[src/rtl/sram_port_arbiter_if.sv]
// Bus bundle between the SRAM arbiter, its three requesters (loader, fetch, LSU) and the SRAM macro.
// The slave side is the arbiter; the master side is everything around it.
interface sram_port_arbiter_if #(
    parameter int AW = 14,
    parameter int DW = 64
);
    logic              ld_valid;
    logic              ld_ready;
    logic [AW-1:0]     ld_addr;
    logic [DW-1:0]     ld_data;
    logic              ld_done;

    logic              if_valid;
    logic              if_ready;
    logic [AW-1:0]     if_addr;
    logic              if_rsp_valid;
    logic [DW-1:0]     if_rsp_data;

    logic              ls_valid;
    logic              ls_ready;
    logic [AW-1:0]     ls_addr;
    logic              ls_wen;
    logic [DW/8-1:0]   ls_wstrb;
    logic [DW-1:0]     ls_wdata;
    logic              ls_rsp_valid;
    logic [DW-1:0]     ls_rsp_data;

    logic              sram_cs;
    logic              sram_we;
    logic [DW/8-1:0]   sram_wmask;
    logic [AW-1:0]     sram_addr;
    logic [DW-1:0]     sram_wdata;
    logic [DW-1:0]     sram_rdata;

    modport slave (
        input  ld_valid, ld_addr, ld_data, ld_done,
        input  if_valid, if_addr,
        input  ls_valid, ls_addr, ls_wen, ls_wstrb, ls_wdata,
        input  sram_rdata,
        output ld_ready, if_ready, if_rsp_valid, if_rsp_data,
        output ls_ready, ls_rsp_valid, ls_rsp_data,
        output sram_cs, sram_we, sram_wmask, sram_addr, sram_wdata
    );

    modport master (
        output ld_valid, ld_addr, ld_data, ld_done,
        output if_valid, if_addr,
        output ls_valid, ls_addr, ls_wen, ls_wstrb, ls_wdata,
        output sram_rdata,
        input  ld_ready, if_ready, if_rsp_valid, if_rsp_data,
        input  ls_ready, ls_rsp_valid, ls_rsp_data,
        input  sram_cs, sram_we, sram_wmask, sram_addr, sram_wdata
    );
endinterface

[src/rtl/sram_port_arbiter.sv]
// Boot sequencer and round-robin arbiter for the single-port on-chip SRAM: the loader owns the
// SRAM while the core is held in reset, then fetch and LSU share it one access per cycle.
module sram_port_arbiter (
    input  logic               CLK,
    input  logic               RSTn,
    output logic               core_rstn,
    sram_port_arbiter_if.slave bus
);

    typedef enum logic {LOAD, RUN} state_t;
    typedef enum logic {PORT_IF, PORT_LS} port_t;

    state_t state;
    port_t  last_grant;
    logic   grant_if;
    logic   grant_ls;

    // On a tie the port that did not win last time gets the SRAM.
    always_comb begin
        grant_if = 1'b0;
        grant_ls = 1'b0;
        if (state == RUN) begin
            if (bus.if_valid && bus.ls_valid) begin
                grant_if = (last_grant == PORT_LS);
                grant_ls = (last_grant == PORT_IF);
            end else begin
                grant_if = bus.if_valid;
                grant_ls = bus.ls_valid;
            end
        end
    end

    assign bus.ld_ready    = (state == LOAD) && bus.ld_valid;
    assign bus.if_ready    = grant_if;
    assign bus.ls_ready    = grant_ls;
    assign bus.if_rsp_data = bus.sram_rdata;
    assign bus.ls_rsp_data = bus.sram_rdata;

    always_comb begin
        // NOTE: every output gets a default first so no path through this block infers a latch.
        bus.sram_cs    = 1'b0;
        bus.sram_we    = 1'b0;
        bus.sram_wmask = '0;
        bus.sram_addr  = '0;
        bus.sram_wdata = '0;
        if (bus.ld_ready) begin
            bus.sram_cs    = 1'b1;
            bus.sram_we    = 1'b1;
            bus.sram_wmask = '1;
            bus.sram_addr  = bus.ld_addr;
            bus.sram_wdata = bus.ld_data;
        end else if (grant_if) begin
            bus.sram_cs    = 1'b1;
            bus.sram_addr  = bus.if_addr;
        end else if (grant_ls) begin
            bus.sram_cs    = 1'b1;
            bus.sram_we    = bus.ls_wen;
            bus.sram_wmask = bus.ls_wen ? bus.ls_wstrb : '0;
            bus.sram_addr  = bus.ls_addr;
            bus.sram_wdata = bus.ls_wdata;
        end
    end

    // NOTE: sequential state uses non-blocking assignments so every register samples pre-edge values.
    always_ff @(posedge CLK or negedge RSTn) begin
        if (!RSTn) begin
            state            <= LOAD;
            core_rstn        <= 1'b0;
            bus.if_rsp_valid <= 1'b0;
            bus.ls_rsp_valid <= 1'b0;
            last_grant       <= PORT_LS;
        end else begin
            // RUN is left only through reset; ld_done is meaningless once running.
            if (state == LOAD && bus.ld_done) begin
                state     <= RUN;
                core_rstn <= 1'b1;
            end
            bus.if_rsp_valid <= grant_if;
            bus.ls_rsp_valid <= grant_ls;
            if (grant_if) begin
                last_grant <= PORT_IF;
            end else if (grant_ls) begin
                last_grant <= PORT_LS;
            end
        end
    end

endmodule

[src/flat_wrapper.sv]
// flat-port wrapper written by rule: the top's interface ports become plain ports
module sram_port_arbiter_flat 
  (CLK, RSTn, core_rstn, bus_ld_valid, bus_ld_addr, bus_ld_data, bus_ld_done, bus_if_valid, bus_if_addr, bus_ls_valid, bus_ls_addr, bus_ls_wen, bus_ls_wstrb, bus_ls_wdata, bus_sram_rdata, bus_ld_ready, bus_if_ready, bus_if_rsp_valid, bus_if_rsp_data, bus_ls_ready, bus_ls_rsp_valid, bus_ls_rsp_data, bus_sram_cs, bus_sram_we, bus_sram_wmask, bus_sram_addr, bus_sram_wdata);
  sram_port_arbiter_if #(.AW((14)), .DW((64))) bus_i ();
  input  logic CLK;
  input  logic RSTn;
  output logic core_rstn;
  input wire logic [$bits(bus_i.ld_valid)-1:0] bus_ld_valid;
  input wire logic [$bits(bus_i.ld_addr)-1:0] bus_ld_addr;
  input wire logic [$bits(bus_i.ld_data)-1:0] bus_ld_data;
  input wire logic [$bits(bus_i.ld_done)-1:0] bus_ld_done;
  input wire logic [$bits(bus_i.if_valid)-1:0] bus_if_valid;
  input wire logic [$bits(bus_i.if_addr)-1:0] bus_if_addr;
  input wire logic [$bits(bus_i.ls_valid)-1:0] bus_ls_valid;
  input wire logic [$bits(bus_i.ls_addr)-1:0] bus_ls_addr;
  input wire logic [$bits(bus_i.ls_wen)-1:0] bus_ls_wen;
  input wire logic [$bits(bus_i.ls_wstrb)-1:0] bus_ls_wstrb;
  input wire logic [$bits(bus_i.ls_wdata)-1:0] bus_ls_wdata;
  input wire logic [$bits(bus_i.sram_rdata)-1:0] bus_sram_rdata;
  output wire logic [$bits(bus_i.ld_ready)-1:0] bus_ld_ready;
  output wire logic [$bits(bus_i.if_ready)-1:0] bus_if_ready;
  output wire logic [$bits(bus_i.if_rsp_valid)-1:0] bus_if_rsp_valid;
  output wire logic [$bits(bus_i.if_rsp_data)-1:0] bus_if_rsp_data;
  output wire logic [$bits(bus_i.ls_ready)-1:0] bus_ls_ready;
  output wire logic [$bits(bus_i.ls_rsp_valid)-1:0] bus_ls_rsp_valid;
  output wire logic [$bits(bus_i.ls_rsp_data)-1:0] bus_ls_rsp_data;
  output wire logic [$bits(bus_i.sram_cs)-1:0] bus_sram_cs;
  output wire logic [$bits(bus_i.sram_we)-1:0] bus_sram_we;
  output wire logic [$bits(bus_i.sram_wmask)-1:0] bus_sram_wmask;
  output wire logic [$bits(bus_i.sram_addr)-1:0] bus_sram_addr;
  output wire logic [$bits(bus_i.sram_wdata)-1:0] bus_sram_wdata;
  assign bus_i.ld_valid = bus_ld_valid;
  assign bus_i.ld_addr = bus_ld_addr;
  assign bus_i.ld_data = bus_ld_data;
  assign bus_i.ld_done = bus_ld_done;
  assign bus_i.if_valid = bus_if_valid;
  assign bus_i.if_addr = bus_if_addr;
  assign bus_i.ls_valid = bus_ls_valid;
  assign bus_i.ls_addr = bus_ls_addr;
  assign bus_i.ls_wen = bus_ls_wen;
  assign bus_i.ls_wstrb = bus_ls_wstrb;
  assign bus_i.ls_wdata = bus_ls_wdata;
  assign bus_i.sram_rdata = bus_sram_rdata;
  assign bus_ld_ready = bus_i.ld_ready;
  assign bus_if_ready = bus_i.if_ready;
  assign bus_if_rsp_valid = bus_i.if_rsp_valid;
  assign bus_if_rsp_data = bus_i.if_rsp_data;
  assign bus_ls_ready = bus_i.ls_ready;
  assign bus_ls_rsp_valid = bus_i.ls_rsp_valid;
  assign bus_ls_rsp_data = bus_i.ls_rsp_data;
  assign bus_sram_cs = bus_i.sram_cs;
  assign bus_sram_we = bus_i.sram_we;
  assign bus_sram_wmask = bus_i.sram_wmask;
  assign bus_sram_addr = bus_i.sram_addr;
  assign bus_sram_wdata = bus_i.sram_wdata;
  sram_port_arbiter u_core (.CLK(CLK), .RSTn(RSTn), .core_rstn(core_rstn), .bus(bus_i));
endmodule
[config.mk]
export PLATFORM = sky130hd
export DESIGN_NAME = sram_port_arbiter_flat
export DESIGN_NICKNAME = d
export VERILOG_FILES = /design/src/rtl/sram_port_arbiter_if.sv /design/src/rtl/sram_port_arbiter.sv /design/src/flat_wrapper.sv
export SDC_FILE = /design/constraint.sdc
export NUM_CORES = 1
export LEC_CHECK = 0
export CORE_AREA = 3 3 184 186
export DETAILED_ROUTE_END_ITERATION = 10
export DIE_AREA = 0 0 187 189
export PLACE_DENSITY = 0.39
export REMOVE_ABC_BUFFERS = 1
export SETUP_SLACK_MARGIN = 0.2
export SKIP_CTS_REPAIR_TIMING = 1
export SLEW_MARGIN = 20
export SYNTH_ARGS = -nofsm -noshare
export SYNTH_HDL_FRONTEND = slang
export SYNTH_SLANG_ARGS = --single-unit
[constraint.sdc]
create_clock -name CLK -period 4.2 [get_ports CLK]
set_input_delay 0.84 -clock CLK [delete_from_list [all_inputs] [get_ports CLK]]
set_output_delay 0.84 -clock CLK [all_outputs]
set_load 0.005 [all_outputs]
==> flow_summary_export.csv, run 1 <==
group,metric,value,unit
power_and_ir_drop,power_frac_seq,7.2,%
power_and_ir_drop,p_leak,1.55,nW
worst_setup_path,cp.required,3.36,ns
timing,slew_violations,0,
grt,grt_max_degree,71,
floorplanning,pin_count,471,
cts,cts_tree,"built",
cts,clock-sinks,4,
logic_synthesis,yosysWarnings,0,
logic_synthesis,syn_area_per_cell,8.00,µm²
timing,setup_violations,0,
logic_synthesis,synth_area,2100,µm²
timing,max_freq,271,MHz
logic_synthesis,synth_area_leaders,"buf_4 49%, a22o_1 27%, a221o_1 6.7%",
worst_setup_path,path_max_fanout,70,
route,postRouteAntennaNets,0,
logic_synthesis,async_reset_ff_share,100,%
cells_and_area,syn_to_final_growth,116,%
worst_setup_path,path_class,"input pin to output pin",
floorplanning,die_y,189,µm
timing,post-route-period-util,87.8,%
grt,track_usage,12.0,%
power_and_ir_drop,p_sw_share,25.1,%
route,drt-initial-drc-count,137,
power_and_ir_drop,p_comb_share,68.7,%
logic_synthesis,yosysSeqAreaShare,4.82,%
timing,fin_worst_skew,0.00118,ns
timing,slew_headroom,73.9,%
grt,grt_overflow,0,
grt,grt_first_pass_wirelength,28900,µm
route,wl,22800,µm
place,gp_congestion,0.754,
cells_and_area,nNetsFinal,653,
timing,period_needed,3.69,ns
cts,h-tree-depth,1,
timing,worst_pin_slew,0.391,ns
floorplanning,row_count,66,
route,drc_errors,0,
run,cap_violations,0,
cts,cts_buffers,3,
power_and_ir_drop,peakVddDrop,0.0800,mV
worst_setup_path,crit_path_start_kind,"input pin",
timing,hold_viol_final,0,
cts,clkLatencyLatePin,0.22,ns
logic_synthesis,synth_edf_count,0,
cells_and_area,n_antenna_cell,0,
worst_setup_path,crit_arrival,2.85,ns
logic_synthesis,ys_seq_elements,4,
cells_and_area,drive_gt1_share,5.46,%
worst_setup_path,critical_path.most_common_cell,"clkdlybuf4s50_1",
logic_synthesis,ys_types,17,
worst_setup_path,crit_path_top_delay_cell,"clkdlybuf4s50_1",
place,portBuffers,278,
cts,clk_pin_slew_worst_paths,0.03,ns
route,viasPerCell,3.28,
timing,rsz0062_at_grt,"no",
route,post_drt_wl_per_cell,27.0,µm
hold_path,min_path_type,"register to register",
floorplanning,die_w,187,µm
place,hpwl,20000,µm
cts,cts_root_buffer,"clkbuf_16",
power_and_ir_drop,p_int,0.000477,W
grt,antenna_found_initial,0,
place,dp_slack,0.495,ns
power_and_ir_drop,p_clk_share,24.0,%
logic_synthesis,post-synth-top-area-cell,"buf_4",
logic_synthesis,synthTopCellsByCount,"136 x buf_4, 64 x a22o_1, 14 x a221o_1, 14 x and2_1, 11 x buf_2",
timing,worst_slack,0.512,ns
power_and_ir_drop,total_power,0.000637,W
worst_setup_path,cpPeakStageDelay,0.62,ns
grt,grt_pass1_vias,2903,
status,status,"finished clean",
logic_synthesis,syn_inst,263,
route,first_pass_iters,4,
cts,clock_path_buffers,2,
route,via_count,2775,
power_and_ir_drop,powerDensity,140,nW/µm²
worst_setup_path,worst_setup_path_end_kind,"output pin",
power_and_ir_drop,power.net_switching,0.000160,W
worst_setup_path,cp_cell_sequence,"clkdlybuf4s50_1, nand2_1, a21oi_4, buf_12, a22o_1, clkdlybuf4s50_1",
floorplanning,start_util,6.48,%
floorplanning,core_area,32500,µm²
logic_synthesis,synth_top_area_share,48.5,%
logic_synthesis,synth_most_common_cell,"buf_4",
logic_synthesis,ys.flop_type,"dfrtp_1",
floorplanning,die_area,35300,µm²
cells_and_area,fillers,3700,
## metal layers
layer  wire, µm  vias to the layer above  GRT usage (%)
met5        325                        -           7.83
met4        116                       10           1.13
met3       5880                       18           14.5
met2       8170                      407           14.9
met1       8350                     1227           12.7
li1           -                     1113              -
## path summary, 6_finish.rpt
| kind | start | slack (ns) | cells past startpoint | to |
|---|---|---|---|---|
| worst min register to register | u_core.last_grant | 0.52 | 2 | u_core.last_grant |
| worst min-delay path | u_core.last_grant | 0.52 | 2 | u_core.last_grant |
| worst max-delay path | bus_ls_valid | 0.51 | 6 | bus_sram_wdata[57] |
| min in group asynchronous | RSTn | 0.83 | 1 | u_core.bus.ls_rsp_valid |
| worst max register to register | u_core.core_rstn | 2.98 | 3 | u_core.bus.ls_rsp_valid |
| max in group asynchronous | RSTn | 3.12 | 1 | u_core.last_grant |
## flip-flops by register name, summed over array words and instances, names as in the netlist
signal,count
u_core.last_grant,1
u_core.bus.ls_rsp_valid,1
u_core.bus.if_rsp_valid,1
u_core.core_rstn,1
## final cells by class
class	count	area (µm²)	share of cell area, %
timing repair buffer	284	2870	63.2
inverter	1	3.75	0.0828
clock buffer	4	78.8	1.74
multi-input combinational	110	933	20.6
sequential	4	101	2.23
tap	442	553	12.2
## logic make-up (layout without fill, tap and decap cells)
| family | after synthesis | count (layout) | share of synthesized area (%) |
|---|---|---|---|
| flip-flops | 4 | 4 | 4.82 |
| AO/OA/AOI/OAI | 90 | 90 | 38.1 |
| buffers and inverters | 149 | 289 | 51.5 |
| AND/OR/NAND/NOR | 20 | 20 | 5.59 |
## through the flow
step	cells	util, %	hold WS, ns	setup TNS [ns]	area (µm²)
3_3_place_gp	841	13.7	0.535	0	4460
4_1_cts	845	14.0	0.529	0	4540
6_report	845	14.0	0.522	0	4540
2_1_floorplan	115	-	0.478	-53.75	1020
5_1_grt	845	14.0	0.570	0	4540
3_5_place_dp	841	13.7	0.535	0	4460
## critical path, delay by kind of cell
| family | cells | cell delay, ns |
|---|---|---|
| AO/OA/AOI/OAI | 2 | 0.40 |
| buffers and inverters | 3 | 1.44 |
| AND/OR/NAND/NOR | 1 | 0.11 |
## cells in the final DEF, fill, tap and decap left out, types with 3 or more instances in the layout
cell type,instances
clkdlybuf4s50_1,278
a221o_1,14
a31o_2,8
a22o_1,64
buf_12,3
clkbuf_16,3
nand2_1,3
and2_1,14
dfrtp_1,3
buf_4,3
## power groups by stage
stage           logic, W  registers [W]  clock network, W
2_1_floorplan  0.0000945      0.0000456                 0
6_report        0.000438      0.0000460          0.000153
3_3_place_gp    0.000446      0.0000464                 0
4_1_cts         0.000446      0.0000461          0.000155
3_5_place_dp    0.000443      0.0000465                 0
5_1_grt         0.000467      0.0000467          0.000158
No activity file was read; power rests on OpenSTA's default activity.
==> run 2, diff against run 1 <==
--- a/config.mk
+++ b/config.mk
@@ -5,9 +5,10 @@
 export SDC_FILE = /design/constraint.sdc
 export NUM_CORES = 1
 export LEC_CHECK = 0
-export CORE_AREA = 3 3 184 186
+export CORE_AREA = 2 2 183 185
+export CTS_CLUSTER_SIZE = 20
 export DETAILED_ROUTE_END_ITERATION = 10
-export DIE_AREA = 0 0 187 189
+export DIE_AREA = 0 0 185 187
 export PLACE_DENSITY = 0.39
 export REMOVE_ABC_BUFFERS = 1
 export SETUP_SLACK_MARGIN = 0.2
==> run 2 against run 1 <==
Effect of this change: die area is 2.1% lower; maximum frequency down 1.3%; worst setup slack got worse by 0.050 ns; first-iteration DRC count rose by 2.9%; via count increased by 0.29%; routed wire length up 2.4%; largest power group unchanged.
==> flow_summary_export.csv, run 2 (synthesis gave the netlist of run 1 again) <==
group,metric,value,unit
status,status,"finished clean",
timing,setup_violations,0,
cells_and_area,drive_gt1_share,5.46,%
route,post_drt_wl_per_cell,27.4,µm
worst_setup_path,crit_arrival,2.90,ns
worst_setup_path,r2r_setup_slack,3.04,ns
cells_and_area,nNetsFinal,653,
worst_setup_path,path_max_fanout,40,
cts,cts_buffers,3,
timing,worst_pin_slew,0.462,ns
cells_and_area,syn_to_final_growth,116,%
cts,clock_path_buffers,2,
place,portBuffers,278,
grt,grt_overflow,0,
timing,rsz0062_at_grt,"no",
cells_and_area,final_common_cell,"clkdlybuf4s50_1",
route,viasPerCell,3.27,
place,gp_congestion,0.966,
route,wl,23400,µm
timing,slew_headroom,69.2,%
floorplanning,core_area,32900,µm²
cells_and_area,multi_input_area,933,µm²
route,wl_met1,6450,µm
cts,h-tree-depth,1,
timing,whs,0.590,ns
timing,hold_viol_final,0,
floorplanning,die_y,187,µm
grt,grt_pass1_vias,2647,
route,top_layer,"met5",
cts,clk_pin_slew_worst_paths,0.03,ns
grt,grt_first_pass_wirelength,28400,µm
route,first_pass_iters,4,
route,wl_met2,9030,µm
timing,tns,0,ns
worst_setup_path,path_class,"input pin to output pin",
floorplanning,die_w,185,µm
cells_and_area,finish.utilization,13.8,%
route,met3_length,6960,µm
timing,max_freq,268,MHz
cts,cts_root_buffer,"clkbuf_16",
worst_setup_path,crit_path_start_kind,"input pin",
cells_and_area,finalInstanceArea,4530,µm²
worst_setup_path,worst_setup_path_end_kind,"output pin",
power_and_ir_drop,peakVddDrop,0.0784,mV
grt,track_usage,12.5,%
power_and_ir_drop,total_power,0.000631,W
timing,period_needed,3.74,ns
floorplanning,pin_count,471,
timing,post-route-period-util,89.0,%
worst_setup_path,cp.required,3.36,ns
hold_path,min_path_type,"register to register",
cells_and_area,layout_common_cells,"278 x clkdlybuf4s50_1, 64 x a22o_1, 14 x and2_1, 14 x a221o_1, 8 x a31o_2",
cts,clock-sinks,4,
power_and_ir_drop,p_leak,1.54,nW
power_and_ir_drop,powerDensity,139,nW/µm²
route,postRouteAntennaNets,0,
route,drt-initial-drc-count,141,
route,drc_errors,0,
timing,slew_violations,0,
floorplanning,row_count,67,
place,hpwl,20800,µm
grt,antenna_found_initial,0,
place,placed_area,4450,µm²
route,via_count,2783,
cts,cts_tree,"built",
cells_and_area,regArea,101,µm²
cells_and_area,fillers,3752,
run,cap_violations,0,
grt,grt_max_degree,63,
floorplanning,die_area,34600,µm²
floorplanning,start_util,6.40,%
timing,fin_worst_skew,0.000240,ns
cts,clkLatencyLatePin,0.23,ns
-- run 2: cell count changes in the layout (fill, tap and decap cells not counted), sizes merged --
| cell | change |
|---|---|
| diode | +1 |
-- run 2: final timing paths --
check	from	end	depth (start not counted)
max in group asynchronous	RSTn	u_core.last_grant	1
max	bus_ls_valid	bus_sram_wdata[22]	6
min	u_core.last_grant	u_core.last_grant	2
min in group asynchronous	RSTn	u_core.bus.if_rsp_valid	1
min reg2reg	u_core.last_grant	u_core.last_grant	2
max reg2reg	u_core.core_rstn	u_core.bus.ls_rsp_valid	3
-- run 2: metal layers --
| metal | vias up | global-route usage [%] |
|---|---|---|
| met1 | 1229 | 9.89 |
| li1 | 1116 | - |
| met2 | 399 | 17.0 |
| met4 | 10 | 1.80 |
| met5 | - | 11.9 |
| met3 | 29 | 17.5 |
-- run 2: cell type report --
class	instances	area share, %
diodes	1	0.0552
well taps	448	12.4
inverters	1	0.0828
multi-input cells	110	20.6
clock buffers	4	1.74
flip-flops and latches	4	2.24
repair buffers	284	62.9
-- run 2: metrics by stage --
| stage | cells | setup slack [ns] |
|---|---|---|
| 2_1_floorplan | 115 | -0.684 |
| 3_3_place_gp | 847 | 0.404 |
| 3_5_place_dp | 847 | 0.432 |
| 4_1_cts | 851 | 0.414 |
| 5_1_grt | 851 | 0.330 |
| 6_report | 852 | 0.462 |
-- run 2: where the power goes --
part | internal (W) | switching (W) | leakage [nW]
Sequential | 0.0000432 | 0.00000322 | 0.0439
Combinational | 0.000308 | 0.000122 | 1.46
Clock | 0.000126 | 0.0000290 | 0.0382
-- run 2: critical path: stages --
cell and delay (ns):
clkdlybuf4s50_1 0.50, nand2_1 0.11, a21oi_4 0.17, buf_4 0.42, a22o_1 0.27, clkdlybuf4s50_1 0.57
